## src/rtl/pipeline_ctrl_pkg.sv

```systemverilog
// Shared types and constants for the pipeline stall/flush controller.
package pipeline_ctrl_pkg;

   localparam int unsigned REG_W            = 4;
   localparam int unsigned MAX_WAIT_DEFAULT = 255;
   localparam int unsigned CNT_W_DEFAULT    = 32;

   typedef enum logic [1:0] {
      ST_RUN      = 2'd0,
      ST_MEM_WAIT = 2'd1,
      ST_HALT     = 2'd2
   } state_e;

endpackage

```

## src/rtl/hazard_detector.sv

```systemverilog
// Combinational load-use / RAW hazard detection for the instruction in ID.
module hazard_detector
   import pipeline_ctrl_pkg::*;
(
   input  logic             forward_en,
   input  logic [REG_W-1:0] id_src1,
   input  logic [REG_W-1:0] id_src2,
   input  logic             id_src1_valid,
   input  logic             id_two_src,
   input  logic [REG_W-1:0] exe_dest,
   input  logic             exe_wb_en,
   input  logic             exe_mem_read,
   input  logic [REG_W-1:0] mem_dest,
   input  logic             mem_wb_en,
   output logic             hazard_c
);

   logic exe_match;
   logic mem_match;

   assign exe_match = (id_src1_valid & (id_src1 == exe_dest)) |
                      (id_two_src    & (id_src2 == exe_dest));
   assign mem_match = (id_src1_valid & (id_src1 == mem_dest)) |
                      (id_two_src    & (id_src2 == mem_dest));

   // With forwarding only a load in EX still needs a bubble.
   assign hazard_c = forward_en ? (exe_wb_en & exe_mem_read & exe_match)
                                : ((exe_wb_en & exe_match) | (mem_wb_en & mem_match));

endmodule

```

## src/rtl/pipeline_controller.sv

```systemverilog
// Stall/flush sequencer: hazard and branch resolution, memory-wait FSM with
// watchdog halt, and performance counters.
module pipeline_controller
   import pipeline_ctrl_pkg::*;
#(
   parameter int unsigned CNT_W    = CNT_W_DEFAULT,
   parameter int unsigned MAX_WAIT = MAX_WAIT_DEFAULT,
   parameter int unsigned WAIT_W   = 8
) (
   input  logic             clk,
   input  logic             rst,
   input  logic             forwardEn,
   input  logic [REG_W-1:0] idSrc1,
   input  logic [REG_W-1:0] idSrc2,
   input  logic             idSrc1Valid,
   input  logic             idTwoSrc,
   input  logic [REG_W-1:0] exeDest,
   input  logic             exeWbEn,
   input  logic             exeMemRead,
   input  logic [REG_W-1:0] memDest,
   input  logic             memWbEn,
   input  logic             branchTaken,
   input  logic             memReq,
   input  logic             memReady,
   input  logic             clrCounters,
   output logic             pcFreeze,
   output logic             ifIdFreeze,
   output logic             idExFreeze,
   output logic             exMemFreeze,
   output logic             ifIdFlush,
   output logic             idExFlush,
   output logic             memWbFlush,
   output logic             halted,
   output logic [CNT_W-1:0] cntCycle,
   output logic [CNT_W-1:0] cntBubble,
   output logic [CNT_W-1:0] cntFlush,
   output logic [CNT_W-1:0] cntMemWait
);

   state_e            state_q, state_d;
   logic [WAIT_W-1:0] wait_q, wait_d;
   logic [CNT_W-1:0]  cnt_cycle_q, cnt_cycle_d;
   logic [CNT_W-1:0]  cnt_bubble_q, cnt_bubble_d;
   logic [CNT_W-1:0]  cnt_flush_q, cnt_flush_d;
   logic [CNT_W-1:0]  cnt_mem_wait_q, cnt_mem_wait_d;

   logic hazard;
   logic mem_stall;
   logic is_stall;
   logic is_branch;
   logic is_bubble;

   hazard_detector u_hazard (
      .forward_en    (forwardEn),
      .id_src1       (idSrc1),
      .id_src2       (idSrc2),
      .id_src1_valid (idSrc1Valid),
      .id_two_src    (idTwoSrc),
      .exe_dest      (exeDest),
      .exe_wb_en     (exeWbEn),
      .exe_mem_read  (exeMemRead),
      .mem_dest      (memDest),
      .mem_wb_en     (memWbEn),
      .hazard_c      (hazard)
   );

   assign mem_stall = memReq & ~memReady;

   // Next state and prioritised pipeline controls; everything is quiet in reset.
   always_comb begin
      state_d     = state_q;
      wait_d      = wait_q;
      pcFreeze    = 1'b0;
      ifIdFreeze  = 1'b0;
      idExFreeze  = 1'b0;
      exMemFreeze = 1'b0;
      ifIdFlush   = 1'b0;
      idExFlush   = 1'b0;
      memWbFlush  = 1'b0;
      is_stall    = 1'b0;
      is_branch   = 1'b0;
      is_bubble   = 1'b0;
      if (!rst) begin
         if (state_q == ST_HALT) begin
            pcFreeze    = 1'b1;
            ifIdFreeze  = 1'b1;
            idExFreeze  = 1'b1;
            exMemFreeze = 1'b1;
         end else if (mem_stall) begin
            pcFreeze    = 1'b1;
            ifIdFreeze  = 1'b1;
            idExFreeze  = 1'b1;
            exMemFreeze = 1'b1;
            memWbFlush  = 1'b1;
            is_stall    = 1'b1;
            if (wait_q == WAIT_W'(MAX_WAIT)) begin
               state_d = ST_HALT;
            end else begin
               state_d = ST_MEM_WAIT;
               wait_d  = wait_q + WAIT_W'(1);
            end
         end else begin
            state_d = ST_RUN;
            wait_d  = '0;
            if (branchTaken) begin
               ifIdFlush = 1'b1;
               idExFlush = 1'b1;
               is_branch = 1'b1;
            end else if (hazard) begin
               pcFreeze   = 1'b1;
               ifIdFreeze = 1'b1;
               idExFlush  = 1'b1;
               is_bubble  = 1'b1;
            end
         end
      end
   end

   // Performance counters; clear wins over increment.
   always_comb begin
      cnt_cycle_d    = cnt_cycle_q;
      cnt_bubble_d   = cnt_bubble_q;
      cnt_flush_d    = cnt_flush_q;
      cnt_mem_wait_d = cnt_mem_wait_q;
      if (clrCounters) begin
         cnt_cycle_d    = '0;
         cnt_bubble_d   = '0;
         cnt_flush_d    = '0;
         cnt_mem_wait_d = '0;
      end else begin
         if (state_q != ST_HALT) cnt_cycle_d = cnt_cycle_q + CNT_W'(1);
         if (is_stall)  cnt_mem_wait_d = cnt_mem_wait_q + CNT_W'(1);
         if (is_branch) cnt_flush_d    = cnt_flush_q + CNT_W'(1);
         if (is_bubble) cnt_bubble_d   = cnt_bubble_q + CNT_W'(1);
      end
   end

   always_ff @(posedge clk or posedge rst) begin
      if (rst) begin
         state_q        <= ST_RUN;
         wait_q         <= '0;
         cnt_cycle_q    <= '0;
         cnt_bubble_q   <= '0;
         cnt_flush_q    <= '0;
         cnt_mem_wait_q <= '0;
      end else begin
         state_q        <= state_d;
         wait_q         <= wait_d;
         cnt_cycle_q    <= cnt_cycle_d;
         cnt_bubble_q   <= cnt_bubble_d;
         cnt_flush_q    <= cnt_flush_d;
         cnt_mem_wait_q <= cnt_mem_wait_d;
      end
   end

   assign halted     = (state_q == ST_HALT);
   assign cntCycle   = cnt_cycle_q;
   assign cntBubble  = cnt_bubble_q;
   assign cntFlush   = cnt_flush_q;
   assign cntMemWait = cnt_mem_wait_q;

endmodule

```

## config.mk

```make
export PLATFORM = sky130hd
export DESIGN_NAME = pipeline_controller
export DESIGN_NICKNAME = d
export VERILOG_FILES = /design/src/rtl/pipeline_ctrl_pkg.sv /design/src/rtl/hazard_detector.sv /design/src/rtl/pipeline_controller.sv
export SDC_FILE = /design/constraint.sdc
export NUM_CORES = 1
export LEC_CHECK = 0
export ABC_AREA = 1
export CAP_MARGIN = 15
export CORE_UTILIZATION = 53
export DETAILED_ROUTE_END_ITERATION = 7
export PLACE_DENSITY = 0.81
export SLEW_MARGIN = 25
export SYNTH_ARGS = -nofsm -noshare
export SYNTH_HDL_FRONTEND = slang
export SYNTH_SLANG_ARGS = --single-unit
```

## constraint.sdc

```tcl
create_clock -name clk -period 5.1 [get_ports clk]
set_input_delay 1.02 -clock clk [delete_from_list [all_inputs] [get_ports clk]]
set_output_delay 1.02 -clock clk [all_outputs]
set_load 0.05 [all_outputs]
```

## Yosys cells after proc, flatten, opt, wreduce, memory -nomap -nowiden

Index checks and enable logic that the tools add are counted.

- Output and inout port bits: 136
- Bits in registers: 138

- Bitwise operators: 15
- Equal/unequal tests: 8
- Add/sub/neg operators: 5
- Reduce and logical (&&, ||, !) cells: 6
- Muxes and demuxes: 34

Operator list:

| operator | number |
|---|---|
| 32-bit two-way mux | 8 |
| 32-bit by 1-bit adder with 32-bit output (second input constant) | 4 |
| 1-bit two-way mux | 22 |
| 4-bit == test | 4 |
| 8-bit two-way mux | 2 |
| 1-bit AND | 9 |
| 8-bit by 1-bit adder with 8-bit output (second input constant) | 1 |
| 8-bit == test (second input constant) | 1 |
| 2-bit nonzero test | 4 |
| 2-bit two-way mux | 2 |
| 2-bit inequality test (second input constant) | 2 |
| 1-bit NOT | 3 |
| 1-bit bitwise OR | 3 |
| 3-bit AND reduction | 1 |
| 2-bit == test (second input constant) | 1 |
| 2-bit AND reduction | 1 |

## Logic depth before layout (Yosys ltp)

Gate-level depths: netlist (run 1).

- Word-level depth: 13
- Depth in mapped cells: 13
- Depth with buffers taken out: 13

## Cells and area by module

A second synthesis (run 1) with hierarchy kept.

- Cell total of the unflattened synthesis: 1324
- Area, all modules: 8647.0 um^2

Modules (own cells, without submodules):

| module | area an instance (um^2) | cells each | instances |
|---|---|---|---|
| pipeline_controller | 8334.2 | 1248 | 1 |
| hazard_detector | 312.8 | 76 | 1 |

## Worst setup path before layout (run 1)

No wires, ideal clock.

- Kind: input to output
- From: input rst
- To: output idExFlush
- Stages: 6
- Arrival: 3.714 ns
- Setup slack: 0.366 ns
- Cells stage by stage: inv_2 nand2_4 nor2_8 buf_1 nand2_1 nand2_1

- Longest elaborated chain between the ends: 1

Ends and longest elaborated chain:

| what | RTL line | text |
|---|---|---|
| from (decl) | pipeline_controller.sv:11 | `input logic rst,` |
| 1-bit two-way mux | pipeline_controller.sv:83 | `if (!rst) begin` |
| to (decl) | pipeline_controller.sv:31 | `output logic idExFlush,` |

No other way between the ends.

## Final worst setup path (run 1)

- From: input idSrc2[0]
- To: output pcFreeze

- Longest elaborated chain between the ends: 11
- Elaborated cells between the ends (all ways): 16
- Classes of those cells: eq/ne: 2; mux: 6; bitwise: 8

Ends and longest elaborated chain:

| what | RTL line | text |
|---|---|---|
| from (decl) | pipeline_controller.sv:14 | `input logic [REG_W-1:0] idSrc2,` |
| 4-bit == test (on tied branches) | hazard_detector.sv:22, hazard_detector.sv:24 |  |
| 1-bit AND (on tied branches) | hazard_detector.sv:22, hazard_detector.sv:24 |  |
| 1-bit bitwise OR (on tied branches) | hazard_detector.sv:21, hazard_detector.sv:23 |  |
| 1-bit AND | hazard_detector.sv:28 | `: ((exe_wb_en & exe_match) \| (mem_wb_en & mem_match));` |
| 1-bit bitwise OR | hazard_detector.sv:28 |  |
| 1-bit two-way mux (*) | hazard_detector.sv:27 | `assign hazard_c = forward_en ? (exe_wb_en & exe_mem_read & exe_match)` |
| 1-bit two-way mux (*) | pipeline_controller.sv:109 | `end else if (hazard) begin` |
| 1-bit two-way mux (*) | pipeline_controller.sv:105 | `if (branchTaken) begin` |
| 1-bit two-way mux (*) | pipeline_controller.sv:89 | `end else if (mem_stall) begin` |
| 1-bit two-way mux (*) | pipeline_controller.sv:84 | `if (state_q == ST_HALT) begin` |
| 1-bit two-way mux (*) | pipeline_controller.sv:83 |  |
| to (decl) | pipeline_controller.sv:26 | `output logic pcFreeze,` |

Every way passes the cells marked *; elsewhere a longest branch is shown, timed or not.

==> results.toml, run 1 <==
[sta]
fin_setup_tns_ns = 0
post-route-period-util_pct = 82.8
hold_slack_ns = 0.519
setup_viol = 0
rsz0062_at_grt = "no"
hold_violations = 0
max-slew-margin-rel_pct = 42.2
finClkSkew_ns = 0.00986
finalMaxSlewViolations = 0
max_freq_ghz = 0.237
layout_min_cycle_time_ns = 4.23
tightest_slew_ns = 0.866

[synth]
yosysSeqAreaShare_pct = 40.2
syn_area_per_cell_um2 = 6.95
netlist_area_um2 = 8590
synth-main-ff-cell = "dfrtp_1"
synth_nets = 1270
ys_ff_latch = 138
async_flop_share_pct = 100
yosys_warnings = 0
synth_edf_count = 0
synthCells = 1237
synth.lib_cells_used.distinct = 45

[floorplan]
rows = 46
core_um2 = 15800
ioPinCount = 164
die_w_um = 129
die-area_um2 = 16700
initial_utilization_pct = 54.3
die_h_um = 129

[flow_run]
max_cap_viol_count = 0

[grt]
grt_max_degree = 73
overflow = 0
grt_pass1_wl_um = 39500
grt_pass1_vias = 8327
grt_usage_pct = 29.7
grt_antenna_before_repair = 0

[finish]
layout-drive-gt1-share_pct = 6.73
fin_area_um2 = 11100
fin_nets = 1432
layout_common_cells = "nand2_1 (279), inv_1 (185), nor2_1 (172)"
syn2layout_area_growth_pct = 29.2
final_cells = 1628
antennaDiodeCount = 0
final_common_cell = "nand2_1"

[detailed_routing]
wire_per_inst_um = 14.8
dr_total_vias = 9037
drt_pass1_iterations = 7
drt_iter0_markers = 723
vias_per_cell = 5.55
finalWirelength_um = 24200
drc_errors = 0
ant_nets = 0

[placement]
place_congestion = 0.918
dp.cells = 1595
place_hpwl_um = 17100
portBuffers = 163
placed_area_um2 = 10400

[critical_path]
cp_max_fo = 3
start_kind = "input port"
worstPathRequired_ns = 4.08
arrival_ns = 3.21
critPathKind = "input port to primary output"
critPathCaptureType = "primary output"

[power]
peakVddDrop_mv = 0.239
power_density_nw_per_um2 = 244
total_leakage_power_nw = 4.83

[run_status]
status = "completed"

[clocking]
numCtsBuffers = 17
clk_path_buf_depth = 2
cts_root_buf = "clkbuf_16"
clkSinkCount = 138
cts-htree-levels = 4
cts_tree = "done"
cts-resized-gates = 0
clk_pin_slew_ns = 0.06
insertion_delay_ns = 0.42
postCtsSetupRepairBufs = 0
ctsHoldBuffers = 0

[worst_hold_path]
hold_class = "register to register"
## logic make-up (layout without fill, tap and decap cells)
logic type / Yosys count / count (layout) / share of synthesized area [%]
compound gates: 145 / 145 / 9.36
xor+xnor: 9 / 9 / 0.917
buf+inv: 222 / 397 / 10.0
simple gates: 718 / 718 / 38.8
flops: 138 / 138 / 40.2
fa+ha+maj: 5 / 5 / 0.728
## through the flow
stage          util, %  setup slack, ns  power (mW)
5_1_grt           70.1            0.733        2.80
6_report          70.1            0.875        2.71
4_1_cts           70.0            0.889        2.73
3_5_place_dp      65.9            0.896        1.39
3_3_place_gp      65.9            0.990        1.38
2_1_floorplan        -            0.366        1.30
## cell type report
class	instances	area, µm²
Clock buffer	19	453
Clock inverter	13	193
Fill cell	1267	4730
Inverter	195	737
Multi-Input combinational cell	877	4280
Sequential cell	138	3450
Tap cell	216	270
Timing Repair Buffer	170	1720
## routing by layer
metal / global-route usage, % / up-vias / wire, µm
met4: 9.90 / 0 / 429
met3: 5.86 / 46 / 1970
met5: 0 / - / 0
met2: 48.6 / 407 / 11300
met1: 39.5 / 4217 / 10400
li1: - / 4367 / -
## flip-flops by register name (all words and copies together), names as in the netlist
| register | flops |
|---|---|
| cntBubble | 32 |
| cntCycle | 32 |
| cntFlush | 32 |
| cntMemWait | 32 |
| state_q | 2 |
| wait_q | 8 |
## critical path, cell delays in order
cell and delay [ns]:
clkdlybuf4s50_1 0.52, inv_1 0.08, nand2_1 0.08, nand2_1 0.06
nor2_1 0.12, nand3_1 0.10, nand2_1 0.08, nand2_1 0.06
nand2_2 0.07, nand2_1 0.04, o21ai_0 0.12, clkdlybuf4s50_1 0.85
## worst paths after layout
kind | startpoint | end | slack, ns | depth (start not counted)
max | idSrc2[0] | pcFreeze | 0.87 | 12
min reg2reg | cntCycle[16] | cntCycle[16] | 0.52 | 1
max reg2reg | state_q[0] | cntFlush[23] | 2.82 | 10
min in group asynchronous | rst | state_q[1] | 1.43 | 3
max in group asynchronous | rst | cntMemWait[27] | 2.49 | 5
min | cntCycle[16] | cntCycle[16] | 0.52 | 1
## cell usage after synthesis, types with 8 or more instances
library cell	number	area [µm²]
nor3_2	8	80.1
nand2_1	279	1050
nor2_2	11	68.8
nand4_1	62	388
o21a_1	9	67.6
a21oi_1	59	295
o21ai_0	52	260
nor3_1	63	315
inv_1	186	698
nand3_1	71	355
inv_2	9	33.8
nor2_1	172	646
clkbuf_1	12	45.0
dfrtp_1	138	3450
nor4_1	11	68.8
nor3b_1	8	60.1
## power breakdown
part           internal [mW]  switching, mW
combinational         0.0751          0.177
sequential              1.11         0.0143
clock                  0.848          0.491
Power figures use the tool's default switching activity.
==> run 2, diff against run 1 <==
clock period = 4.16 ns   (was 5.1 ns; I/O delays follow)
==> run 2 against run 1 <==
  * Routed wire length is 0.71% lower
  * Register-to-register slack worse by 0.93 ns
  * Setup slack worse by 0.36 ns
  * Final cell count is 0.12% lower
  * Via count is 1.4% lower
  * Power is 30% higher
  * Critical endpoint is now idExFreeze
  * Largest power group unchanged
==> results.toml, run 2 (same netlist as run 1, synthesis figures left out) <==
[clocking]
cts_root_buf = "clkbuf_16"
cts-resized-gates = 0
clkSinkCount = 138
ctsHoldBuffers = 0
cts-htree-levels = 4
clk_path_buf_depth = 2
insertion_delay_ns = 0.44
cts_tree = "done"
postCtsSetupRepairBufs = 0
clk_pin_slew_ns = 0.06
numCtsBuffers = 17

[detailed_routing]
drt_iter0_markers = 687
vias_per_cell = 5.48
dr_total_vias = 8910
finalWirelength_um = 24000
drc_errors = 0
ant_nets = 0
drt_pass1_iterations = 5
wire_per_inst_um = 14.7

[finish]
fin_nets = 1431
layout_common_cells = "nand2_1 (279), inv_1 (185), nor2_1 (172)"
final_cells = 1626
layout-drive-gt1-share_pct = 6.67
final_common_cell = "nand2_1"
fin_area_um2 = 11200
syn2layout_area_growth_pct = 29.8
antennaDiodeCount = 0
fin_util_pct = 70.5

[grt]
grt_antenna_before_repair = 0
grt_busiest_layer = "met2"
grt_usage_pct = 29.1
grt_pass1_vias = 8143
grt_pass1_wl_um = 38500
grt_max_degree = 82
grt_use_met3_pct = 5.41
overflow = 0
grtUsageMet1_pct = 38.6
gr-usage-met2_pct = 48.3

[run_status]
status = "completed"

[sta]
hold_violations = 0
tightest_slew_ns = 0.770
post-route-period-util_pct = 87.6
rsz0062_at_grt = "no"
finalMaxSlewViolations = 0
finClkSkew_ns = 0.0138
setup_viol = 0
hold_slack_ns = 0.506
fin_ws_ns = 0.514
max_freq_ghz = 0.274
fin_setup_tns_ns = 0
max-slew-margin-rel_pct = 48.7
layout_min_cycle_time_ns = 3.65

[power]
p_total_mw = 3.53
power_density_nw_per_um2 = 317
peakVddDrop_mv = 0.333
total_leakage_power_nw = 4.87

[floorplan]
ioPinCount = 164
die_w_um = 129
die_h_um = 129
die-area_um2 = 16700
rows = 46
initial_utilization_pct = 54.3
core_um2 = 15800

[critical_path]
critPathKind = "input port to primary output"
cp_max_fo = 8
worstPathRequired_ns = 3.33
start_kind = "input port"
arrival_ns = 2.81
critPathCaptureType = "primary output"

[placement]
place_congestion = 0.939
place_hpwl_um = 17000
portBuffers = 163
place_ws_ns = 0.523
placed_area_um2 = 10400
dp.cells = 1595

[flow_run]
max_cap_viol_count = 0

[worst_hold_path]
hold_class = "register to register"
run 2: worst max-delay path: stages:
cell             delay, ns
clkdlybuf4s50_1       0.45
inv_1                 0.05
nor2_4                0.16
inv_1                 0.12
nand2_1               0.07
inv_1                 0.15
nor2_1                0.16
clkdlybuf4s50_1       0.82
run 2: metal layers:
metal / vias up / share of wire, %
met5: - / 0
met4: 0 / 1.7
met3: 34 / 7.4
met2: 354 / 47
met1: 4171 / 44
li1: 4351 / -
run 2: cell type report:
type,instances,area (µm²)
Multi-Input combinational cell,877,4280
Clock inverter,12,269
Fill cell,1327,4680
Inverter,195,737
Tap cell,216,270
Timing Repair Buffer,169,1700
Sequential cell,138,3450
Clock buffer,19,443
run 2: power breakdown:
group	internal [mW]	leakage, nW	switching, mW
registers	1.36	1.92	0.0172
logic	0.0904	2.61	0.214
clock network	1.26	0.339	0.593
total	2.71	4.87	0.824
run 2: path summary, 6_finish.rpt:
| kind | endpoint | slack (ns) | cells past startpoint | from |
|---|---|---|---|---|
| max in group asynchronous | cntMemWait[13] | 1.72 | 4 | rst |
| min | wait_q[5] | 0.51 | 2 | wait_q[5] |
| max | idExFreeze | 0.51 | 8 | memReq |
| min in group asynchronous | cntBubble[0] | 1.19 | 3 | rst |
| min reg2reg | wait_q[5] | 0.51 | 2 | wait_q[5] |
| max reg2reg | cntFlush[23] | 1.89 | 10 | state_q[0] |
==> run 3, diff against run 2 <==
CELL_PAD_IN_SITES_DETAIL_PLACEMENT = 1   (was unset)
CELL_PAD_IN_SITES_GLOBAL_PLACEMENT = 1   (was unset)
CORE_UTILIZATION = 38   (was 53)
PLACE_DENSITY = unset   (was 0.81)
PLACE_DENSITY_LB_ADDON = 0.1   (was unset)
SKIP_LAST_GASP = 1   (was unset)
==> run 3 against run 2 <==
  * The run now ends with design-rule violations left
  * Final area about the same
  * Final cell count up 4.1%
  * Via count down 0.46%
  * Fmax down 0.15%
  * Hold slack better by 0.0069 ns
  * Sequential cell count unchanged
  * Critical path depth unchanged
  * Clock skew down 0.0027 ns
  * Register-to-register slack better by 0.05 ns
  * Sequential share of layout area about the same
  * First-iteration DRC count down 52%
  * Critical endpoint is now exMemFreeze
  * Largest cell class unchanged
  * Largest power group unchanged
==> results.toml, run 3 (same netlist as run 1, synthesis figures left out) <==
[detailed_routing]
route.met3.wl_um = 1030
drt-met1-wl_um = 12800
dr_total_vias = 8869
vias_per_cell = 5.24
drt_pass1_iterations = 7
wire_per_inst_um = 16.3
dr_wl_met2_um = 13400
dr.max_layer_used = "met4"
ant_nets = 0
drc_errors = 15
finalWirelength_um = 27600
drt_iter0_markers = 333

[critical_path]
critPathKind = "input port to primary output"
r2r_start = "state_q[0]"
worstPathRequired_ns = 3.33
r2r_slack_ns = 1.94
cp_cell_sequence = "clkdlybuf4s50_1 > inv_1 > nor2_4 > inv_1 > nand2_1 > inv_1 > nor2_1 > clkdlybuf4s50_1"
crit_path_top_delay_cell = "clkdlybuf4s50_1"
reg2reg_to = "cntMemWait[21]"
critPathCaptureType = "primary output"
cp_top_family = "buffers and inverters"
r2r_cells = 9
path_buf_inv = 5
cp_max_fo = 8
crit_path_max_incr_delay_ns = 0.82
crit_top_cell = "inv_1"
start_kind = "input port"
startpoint = "memReq"
arrival_ns = 2.82

[grt]
grt_antenna_before_repair = 0
grt_pass1_vias = 9276
overflow = 0
grt_pass1_wl_um = 46500
grt_max_degree = 141
grt_usage_pct = 24.6

[flow_run]
max_cap_viol_count = 0

[run_status]
failed_checks = "design-rule violations"
status = "finished, violations left"

[clocking]
cts_root_buf = "clkbuf_16"
clk_pin_slew_ns = 0.06
cts_tree = "done"
cts-htree-levels = 4
clkSinkCount = 138
postCtsSetupRepairBufs = 0
ctsHoldBuffers = 0
numCtsBuffers = 17
cts-resized-gates = 0
clk_path_buf_depth = 2
insertion_delay_ns = 0.43

[worst_hold_path]
hold_class = "register to register"
hold_depth = 2
hp-start = "wait_q[5]"
min_to = "wait_q[5]"

[sta]
hold_violations = 0
rsz0062_at_grt = "no"
setup_viol = 0
fin_setup_tns_ns = 0
fin_ws_ns = 0.509
max-slew-margin-rel_pct = 46.9
finClkSkew_ns = 0.0111
layout_min_cycle_time_ns = 3.65
finalMaxSlewViolations = 0
hold_slack_ns = 0.513
post-route-period-util_pct = 87.8
tightest_slew_ns = 0.797
max_freq_ghz = 0.274

[placement]
place_congestion = 0.827
placed_area_um2 = 10600
place_hpwl_um = 20000
portBuffers = 163
dp.cells = 1661
place_ws_ns = 0.500

[finish]
layout-drive-gt1-share_pct = 6.94
layout_common_cells = "nand2_1 (279), inv_1 (185), nor2_1 (172)"
fin_util_pct = 50.6
syn2layout_area_growth_pct = 29.7
ff_latch_area_um2 = 3450
fin_area_um2 = 11100
final_cells = 1693
final_common_cell = "nand2_1"
multi_input_area_um2 = 4280
antennaDiodeCount = 0
fin_nets = 1433
fillers = 2840

[floorplan]
die_h_um = 152
die-area_um2 = 23200
rows = 54
initial_utilization_pct = 39.0
core_um2 = 22000
ioPinCount = 164
die_w_um = 152

[power]
clkPwrFrac_pct = 47.2
power_frac_seq_pct = 42.8
swShare_pct = 27.3
total_leakage_power_nw = 4.82
p_int_mw = 2.34
peakVddDrop_mv = 0.297
power_density_nw_per_um2 = 289
p_total_mw = 3.22
combinationalPowerShare_pct = 10.0
switching_power_mw = 0.878
## run 3: cell types whose count changed in the layout (fill, tap and decap cells not counted)
cell	delta
clkinvlp_4	+3
clkinv_2	+3
bufinv_16	-6
inv_6	+1
clkbuf_1	-1
buf_12	+3
buf_6	-1
clkbuf_8	-1
clkinv_4	+2
## run 3: power groups by stage
stage	Combinational (mW)	Sequential, mW	Clock (mW)
2_1_floorplan	0.177	1.42	0
3_3_place_gp	0.319	1.40	0
3_5_place_dp	0.325	1.40	0
4_1_cts	0.326	1.38	1.55
5_1_grt	0.351	1.38	1.60
6_report	0.321	1.38	1.52
## run 3: worst min-delay path: stages (launching register included)
cell and delay (ns):
dfrtp_1 0.35, nor2_1 0.05, nor2_1 0.07
## run 3: per-layer routing
metal,GRT usage (%),up-vias
met5,0,-
met4,7.14,0
met3,3.87,23
met2,42.6,163
met1,31.5,4336
li1,-,4347
## run 3: area by class of cell
class,count,area share [%]
clock buffers,17,3.82
clock inverters,15,1.37
inverters,195,6.61
multi-input cells,877,38.4
flip-flops and latches,138,31.0
well taps,280,3.14
repair buffers,171,15.7
## run 3: worst max-delay path by stage
stage | endpoint | slack (ns) | cells after the start
after floorplan | idExFlush | 0.48 | 6
after global placement | idExFreeze | 0.54 | 8
after detailed placement | exMemFreeze | 0.50 | 8
after CTS | exMemFreeze | 0.50 | 8
after global routing | exMemFreeze | 0.37 | 8
final | exMemFreeze | 0.51 | 8
